--- config.mk ---
export PLATFORM = sky130hd
export DESIGN_NAME = eth_pcs_rx_descrambler_flat
export DESIGN_NICKNAME = d
export VERILOG_FILES = /design/src/rtl/eth_pcs_rx_descrambler_if.sv /design/src/rtl/eth_pcs_rx_descrambler.sv /design/src/flat_wrapper.sv
export SDC_FILE = /design/constraint.sdc
export NUM_CORES = 1
export LEC_CHECK = 0
export CAP_MARGIN = 25
export CORE_MARGIN = 2
export CORE_UTILIZATION = 51
export DETAILED_ROUTE_END_ITERATION = 16
export GPL_ROUTABILITY_DRIVEN = 0
export PLACE_DENSITY = 0.79
export SETUP_SLACK_MARGIN = 0.2
export SLEW_MARGIN = 5
export SYNTH_ARGS = -nofsm -noshare
export SYNTH_HDL_FRONTEND = slang
export SYNTH_SLANG_ARGS = --single-unit
export TNS_END_PERCENT = 30
--- constraint.sdc ---
create_clock -name i_clk -period 1.6 [get_ports i_clk]
set_clock_uncertainty 0.2 [all_clocks]
set_input_delay 0.16 -clock i_clk [delete_from_list [all_inputs] [get_ports i_clk]]
set_output_delay 0.16 -clock i_clk [all_outputs]
set_load 0.03 [all_outputs]
--- src/rtl/eth_pcs_rx_descrambler_if.sv ---
// Gearbox-to-decoder bus for the RX descrambler.
//   i_grbx_hdr_valid / i_grbx_hdr   : sync header strobe and value (bit0 first)
//   i_grbx_data_valid / i_grbx_data : scrambled data word strobe and value
//   i_rx_lock                       : block lock from the block synchronizer
//   o_dscr_valid/first/hdr/err/data : aligned, descrambled word plus block flags
// slave  = descrambler view, master = upstream/downstream (bench) view.
interface eth_pcs_rx_descrambler_if #(
  parameter int W_DATA = 32,
  parameter int W_SYNC = 2
);
  logic              i_grbx_hdr_valid;
  logic [W_SYNC-1:0] i_grbx_hdr;
  logic              i_grbx_data_valid;
  logic [W_DATA-1:0] i_grbx_data;
  logic              i_rx_lock;
  logic              o_dscr_valid;
  logic              o_dscr_first;
  logic [W_SYNC-1:0] o_dscr_hdr;
  logic              o_dscr_err;
  logic [W_DATA-1:0] o_dscr_data;

  modport slave (
    input  i_grbx_hdr_valid, i_grbx_hdr, i_grbx_data_valid, i_grbx_data, i_rx_lock,
    output o_dscr_valid, o_dscr_first, o_dscr_hdr, o_dscr_err, o_dscr_data
  );

  modport master (
    output i_grbx_hdr_valid, i_grbx_hdr, i_grbx_data_valid, i_grbx_data, i_rx_lock,
    input  o_dscr_valid, o_dscr_first, o_dscr_hdr, o_dscr_err, o_dscr_data
  );
endinterface

--- src/rtl/eth_pcs_rx_descrambler.sv ---
// 64b/66b receive descrambler (x^58 + x^39 + 1, self-synchronizing).
// Removes scrambling from the gearbox data stream and re-attaches each sync
// header to the data words of its block. One cycle of latency, no backpressure.
// Ports:
//   i_clk   : clock
//   i_reset : synchronous active-high reset
//   bus     : gearbox inputs, lock, and descrambled outputs (slave modport)
module eth_pcs_rx_descrambler #(
  parameter int W_DATA        = 32,
  parameter int W_SYNC        = 2,
  parameter int TRANS_PER_BLK = 64 / W_DATA,
  parameter bit DSCR_BYPASS   = 1'b0
) (
  input  logic                       i_clk,
  input  logic                       i_reset,
  eth_pcs_rx_descrambler_if.slave    bus
);
  localparam int CW = (TRANS_PER_BLK > 1) ? $clog2(TRANS_PER_BLK) : 1;
  localparam logic [CW-1:0] LAST = CW'(TRANS_PER_BLK - 1);
  localparam logic [CW-1:0] CNT_AFTER_FIRST = (TRANS_PER_BLK == 1) ? '0 : CW'(1);

  logic [57:0]        state;     // state[57] = most recently received bit
  logic [W_DATA+57:0] ext;
  logic [W_DATA-1:0]  dscr;
  logic [CW-1:0]      word_cnt;
  logic               hdr_pend;
  logic [W_SYNC-1:0]  pend_hdr;
  logic [W_SYNC-1:0]  held_hdr;
  logic [W_SYNC-1:0]  new_hdr;
  logic               accept;

  function automatic logic bad_hdr(input logic [W_SYNC-1:0] h);
    return (h == '0) || (&h);
  endfunction

  // Scrambler taps are 39 and 58 bits back in the received stream.
  always_comb begin
    ext  = {bus.i_grbx_data, state};
    dscr = '0;
    for (int i = 0; i < W_DATA; i++)
      dscr[i] = DSCR_BYPASS ? bus.i_grbx_data[i]
                            : bus.i_grbx_data[i] ^ ext[i+19] ^ ext[i];
  end

  assign accept  = bus.i_grbx_data_valid & bus.i_rx_lock;
  // A header arriving with the word frames that same word.
  assign new_hdr = bus.i_grbx_hdr_valid ? bus.i_grbx_hdr : pend_hdr;

  always_ff @(posedge i_clk) begin
    if (i_reset) begin
      state            <= '0;
      word_cnt         <= '0;
      hdr_pend         <= 1'b0;
      pend_hdr         <= '0;
      held_hdr         <= '0;
      bus.o_dscr_valid <= 1'b0;
      bus.o_dscr_first <= 1'b0;
      bus.o_dscr_hdr   <= '0;
      bus.o_dscr_err   <= 1'b0;
      bus.o_dscr_data  <= '0;
    end else begin
      // Self-synchronizing: keep tracking the line even while unlocked.
      if (bus.i_grbx_data_valid) state <= ext[W_DATA+57:W_DATA];
      bus.o_dscr_valid <= accept;

      if (!bus.i_rx_lock) begin
        word_cnt <= '0;
        hdr_pend <= 1'b0;
      end else if (accept) begin
        bus.o_dscr_data <= dscr;
        if (bus.i_grbx_hdr_valid || hdr_pend) begin
          // Also covers a header that arrived mid-block: old block is dropped.
          bus.o_dscr_first <= 1'b1;
          bus.o_dscr_hdr   <= new_hdr;
          bus.o_dscr_err   <= bad_hdr(new_hdr);
          held_hdr         <= new_hdr;
          word_cnt         <= CNT_AFTER_FIRST;
          hdr_pend         <= 1'b0;
        end else if (word_cnt != '0) begin
          bus.o_dscr_first <= 1'b0;
          bus.o_dscr_hdr   <= held_hdr;
          bus.o_dscr_err   <= bad_hdr(held_hdr);
          word_cnt         <= (word_cnt == LAST) ? '0 : word_cnt + CW'(1);
        end else begin
          // Orphan: no header framed this word.
          bus.o_dscr_first <= 1'b0;
          bus.o_dscr_hdr   <= held_hdr;
          bus.o_dscr_err   <= 1'b1;
        end
      end else if (bus.i_grbx_hdr_valid) begin
        hdr_pend <= 1'b1;
        pend_hdr <= bus.i_grbx_hdr;
      end
    end
  end
endmodule

--- src/flat_wrapper.sv ---
// flat-port wrapper written by rule: the top's interface ports become plain ports
module eth_pcs_rx_descrambler_flat 
#(
  parameter int W_DATA        = 32,
  parameter int W_SYNC        = 2,
  parameter int TRANS_PER_BLK = 64 / W_DATA,
  parameter bit DSCR_BYPASS   = 1'b0
)
  (i_clk, i_reset, bus_i_grbx_hdr_valid, bus_i_grbx_hdr, bus_i_grbx_data_valid, bus_i_grbx_data, bus_i_rx_lock, bus_o_dscr_valid, bus_o_dscr_first, bus_o_dscr_hdr, bus_o_dscr_err, bus_o_dscr_data);
  eth_pcs_rx_descrambler_if #(.W_DATA(W_DATA), .W_SYNC(W_SYNC)) bus_i ();
  input  logic i_clk;
  input  logic i_reset;
  input wire logic [$bits(bus_i.i_grbx_hdr_valid)-1:0] bus_i_grbx_hdr_valid;
  input wire logic [$bits(bus_i.i_grbx_hdr)-1:0] bus_i_grbx_hdr;
  input wire logic [$bits(bus_i.i_grbx_data_valid)-1:0] bus_i_grbx_data_valid;
  input wire logic [$bits(bus_i.i_grbx_data)-1:0] bus_i_grbx_data;
  input wire logic [$bits(bus_i.i_rx_lock)-1:0] bus_i_rx_lock;
  output wire logic [$bits(bus_i.o_dscr_valid)-1:0] bus_o_dscr_valid;
  output wire logic [$bits(bus_i.o_dscr_first)-1:0] bus_o_dscr_first;
  output wire logic [$bits(bus_i.o_dscr_hdr)-1:0] bus_o_dscr_hdr;
  output wire logic [$bits(bus_i.o_dscr_err)-1:0] bus_o_dscr_err;
  output wire logic [$bits(bus_i.o_dscr_data)-1:0] bus_o_dscr_data;
  assign bus_i.i_grbx_hdr_valid = bus_i_grbx_hdr_valid;
  assign bus_i.i_grbx_hdr = bus_i_grbx_hdr;
  assign bus_i.i_grbx_data_valid = bus_i_grbx_data_valid;
  assign bus_i.i_grbx_data = bus_i_grbx_data;
  assign bus_i.i_rx_lock = bus_i_rx_lock;
  assign bus_o_dscr_valid = bus_i.o_dscr_valid;
  assign bus_o_dscr_first = bus_i.o_dscr_first;
  assign bus_o_dscr_hdr = bus_i.o_dscr_hdr;
  assign bus_o_dscr_err = bus_i.o_dscr_err;
  assign bus_o_dscr_data = bus_i.o_dscr_data;
  eth_pcs_rx_descrambler #(.W_DATA(W_DATA), .W_SYNC(W_SYNC), .TRANS_PER_BLK(TRANS_PER_BLK), .DSCR_BYPASS(DSCR_BYPASS)) u_core (.i_clk(i_clk), .i_reset(i_reset), .bus(bus_i));
endmodule
==> flow_summary.toml <==
[route]
routed_wl_microns = 7750
met2_length_microns = 3920
wl_met3_microns = 283
wl_met1_microns = 3380
num_vias = 2816
drc = 0
dr.max_layer_used = "met4"
first_pass_iters = 4
ant_nets = 0
drt_iter0_drc = 101
routed_via_density = 4.88
wl_per_cell_microns = 13.4

[yosys]
muxShareOfSynthArea_pct = 15.6
synth-simple-area-share_pct = 10.3
ys_types = 23
ys_seq_area_share_pct = 49.9
synth_top_family_by_area = "multiplexers"
synth_seq_cells = 99
mappedNetlistNets = 435
syn_inst = 396
synth_compound_area_share_pct = 5.83
yosysWarnings = 0
netlist_area_sq_um = 3970
synth_xor_area_share_pct = 14.8
synth.avg_cell_area_sq_um = 10.0
synth_fa_ha_area_share_pct = 0

[timing]
drv_slew = 0
maxSlewHeadroom_pct = 72.2
rsz0062_at_grt = "yes"
max_freq_mhz = 695
period_minus_slack_ps = 1440
finalCritPeriodShare_pct = 89.9
setup_viol = 0
setup_ws_ps = 161
worst_pin_slew_ps = 417
report.final.hold_viol_count = 0

[power_and_ir_drop]
vdd_ir_drop_max_mv = 0.557
p_sw_share_pct = 26.0
pwr-share-comb_pct = 15.7
clockPowerShare_pct = 31.0
power_density_nw_per_um2 = 1020
p_int_mw = 3.74
p_leak_nw = 2.22
p_sw_mw = 1.31
power_frac_seq_pct = 53.3

[clocking]
cts_buffer_depth = 2
insertion_delay_ps = 350
cts_tree = "done"
postCtsSetupBuffers = 0
htreeDepth = 3
cts-buffers-inserted = 9
clock-root-buffer = "clkbuf_8"
clk_pin_slew_ps = 90
clock-sinks = 99

[placement]
port_buffers = 75
hpwl_microns = 5580
pre_cts_slack_ps = -52.7

[floorplanning]
core-area_sq_um = 7650
dieArea_sq_um = 8510
fp.dieH_microns = 92.2
initial_utilization_pct = 51.9
fp.dieW_microns = 92.2
top_level_ports = 76
rows = 32

[setup_path]
critPathMaxStageDelay_ps = 390
critical_path.cell_chain = "dlygate4sd2_1"
critPathTopFamily = "buffers and inverters"
crit_path_top_delay_cell = "dlygate4sd2_1"
crit_type = "flop to output pin"
critPathMaxFanout = 2
endpoint_kind = "output pin"
cp_num_buf_inv = 1
crit_required_ps = 1240
cp-start-kind = "flop"
crit_arrival_ps = 1080

[final_layout]
antennaDiodeCount = 0
seq_area_sq_um = 1980
nFillCells = 631
drive_above_1_share_pct = 9.89
multi_input_area_sq_um = 1850
layout_commonest_cell = "dfxtp_1"
nNetsFinal = 509
final_util_pct = 64.9
final_cell_mix = "dfxtp_1 (99), nor2_1 (65), mux2i_1 (62), clkdlybuf4s50_1 (36), xnor2_1 (34)"
area_delta_synth_final_pct = 25.1

[status]
outcome = "finished, final reports clean"

[global_routing]
first_global_vias = 2782
grt_start_max_net_pins = 67
track_usage_pct = 19.4
grt_overflow_total = 0
grt_first_pass_wirelength_microns = 13000
antenna_found_initial = 0

[flow_run]
drv_cap = 0

[min_path]
hp-class = "primary input to flop"
==> registers in the layout, summed over array words and instances, names as in the netlist <==
| name | count |
|---|---|
| u_core.bus.o_dscr_data | 32 |
| u_core.bus.o_dscr_first | 1 |
| u_core.bus.o_dscr_err | 1 |
| u_core.bus.o_dscr_hdr | 2 |
| u_core.word_cnt | 1 |
| u_core.pend_hdr | 2 |
| u_core.bus.o_dscr_valid | 1 |
| u_core.state | 58 |
| u_core.hdr_pend | 1 |
==> cells by family (layout without fill, tap and decap cells) <==
kind of cell / count (synthesis) / count (layout)
multiplexers: 62 / 62
buffers and inverters: 23 / 102
AO/OA/AOI/OAI: 41 / 41
AND/OR/NAND/NOR: 104 / 104
flip-flops: 99 / 99
XOR/XNOR: 67 / 67
==> worst min-delay path, cell delays in order <==
cell and delay, ps:
buf_4 140, a41o_1 180, a311oi_1 80
==> routing by layer <==
layer	GRT usage [%]	up-vias
met1	23.3	1284
met3	3.29	15
met5	0	-
met4	8.21	0
met2	34.0	64
li1	-	1453
==> layout make-up <==
type / instances / share of cell area (%)
repair buffers: 84 / 16.1
multi-input cells: 274 / 37.3
clock inverters: 4 / 1.01
inverters: 2 / 0.151
flip-flops and latches: 99 / 39.9
clock buffers: 12 / 2.92
well taps: 102 / 2.57
==> repair_timing <==
action                     in CTS  in global routing
setup endpoints to repair      37                 32
hold buffers                    1                  0
gates resized for setup        66                 19
hold endpoints to repair        3                  0
pin swaps                       0                  0
==> path summary, 6_finish.rpt <==
path | start | to | slack, ps | cells past startpoint
min | bus_i_grbx_data_valid | u_core.bus.o_dscr_err | 70 | 3
min reg2reg | u_core.bus.o_dscr_data[14] | u_core.bus.o_dscr_data[14] | 240 | 2
max reg2reg | u_core.hdr_pend | u_core.bus.o_dscr_err | 250 | 3
max | u_core.bus.o_dscr_data[15] | bus_o_dscr_data[15] | 160 | 1
==> cells in the mapped netlist (all sizes together) <==
| cell type | number | area, sq um |
|---|---|---|
| nor3 | 1 | 5.00 |
| buf | 15 | 109 |
| a211oi | 2 | 15.0 |
| a21oi | 4 | 20.0 |
| a311oi | 1 | 8.76 |
| o211a | 1 | 17.5 |
| nand3b | 3 | 22.5 |
| nand2 | 33 | 124 |
| dfxtp | 99 | 1980 |
| inv | 2 | 7.51 |
| nor2 | 65 | 244 |
| xor2 | 33 | 289 |
| clkbuf | 6 | 22.5 |
| xnor2 | 34 | 298 |
| or2 | 1 | 8.76 |
| nand2b | 1 | 6.26 |
| mux2i | 62 | 621 |
| o21ai | 32 | 160 |
| a41o | 1 | 10.0 |
==> power by group through the flow <==
stage                     registers, mW  logic (mW)  clock network [mW]
after floorplan                    2.85       0.404                   0
after global placement             2.74       0.820                   0
after detailed placement           2.75       0.835                   0
after CTS                          2.69       0.808                1.61
after global routing               2.71       0.863                1.70
final                              2.69       0.793                1.57
==> per-stage QoR <==
| stage | cell area (sq um) | hold WS (ps) | total power, mW | cells | setup TNS (ps) |
|---|---|---|---|---|---|
| after floorplan | 3970 | 104 | 3.25 | 396 | 0 |
| after global placement | 4810 | 232 | 3.56 | 560 | -0.167 |
| after detailed placement | 4810 | 237 | 3.58 | 560 | -121 |
| after CTS | 5000 | 47.2 | 5.11 | 577 | 0 |
| after global routing | 4960 | 75.8 | 5.27 | 577 | 0 |
| final | 4960 | 66.3 | 5.05 | 577 | 0 |
(Power assumes the default switching activity.)
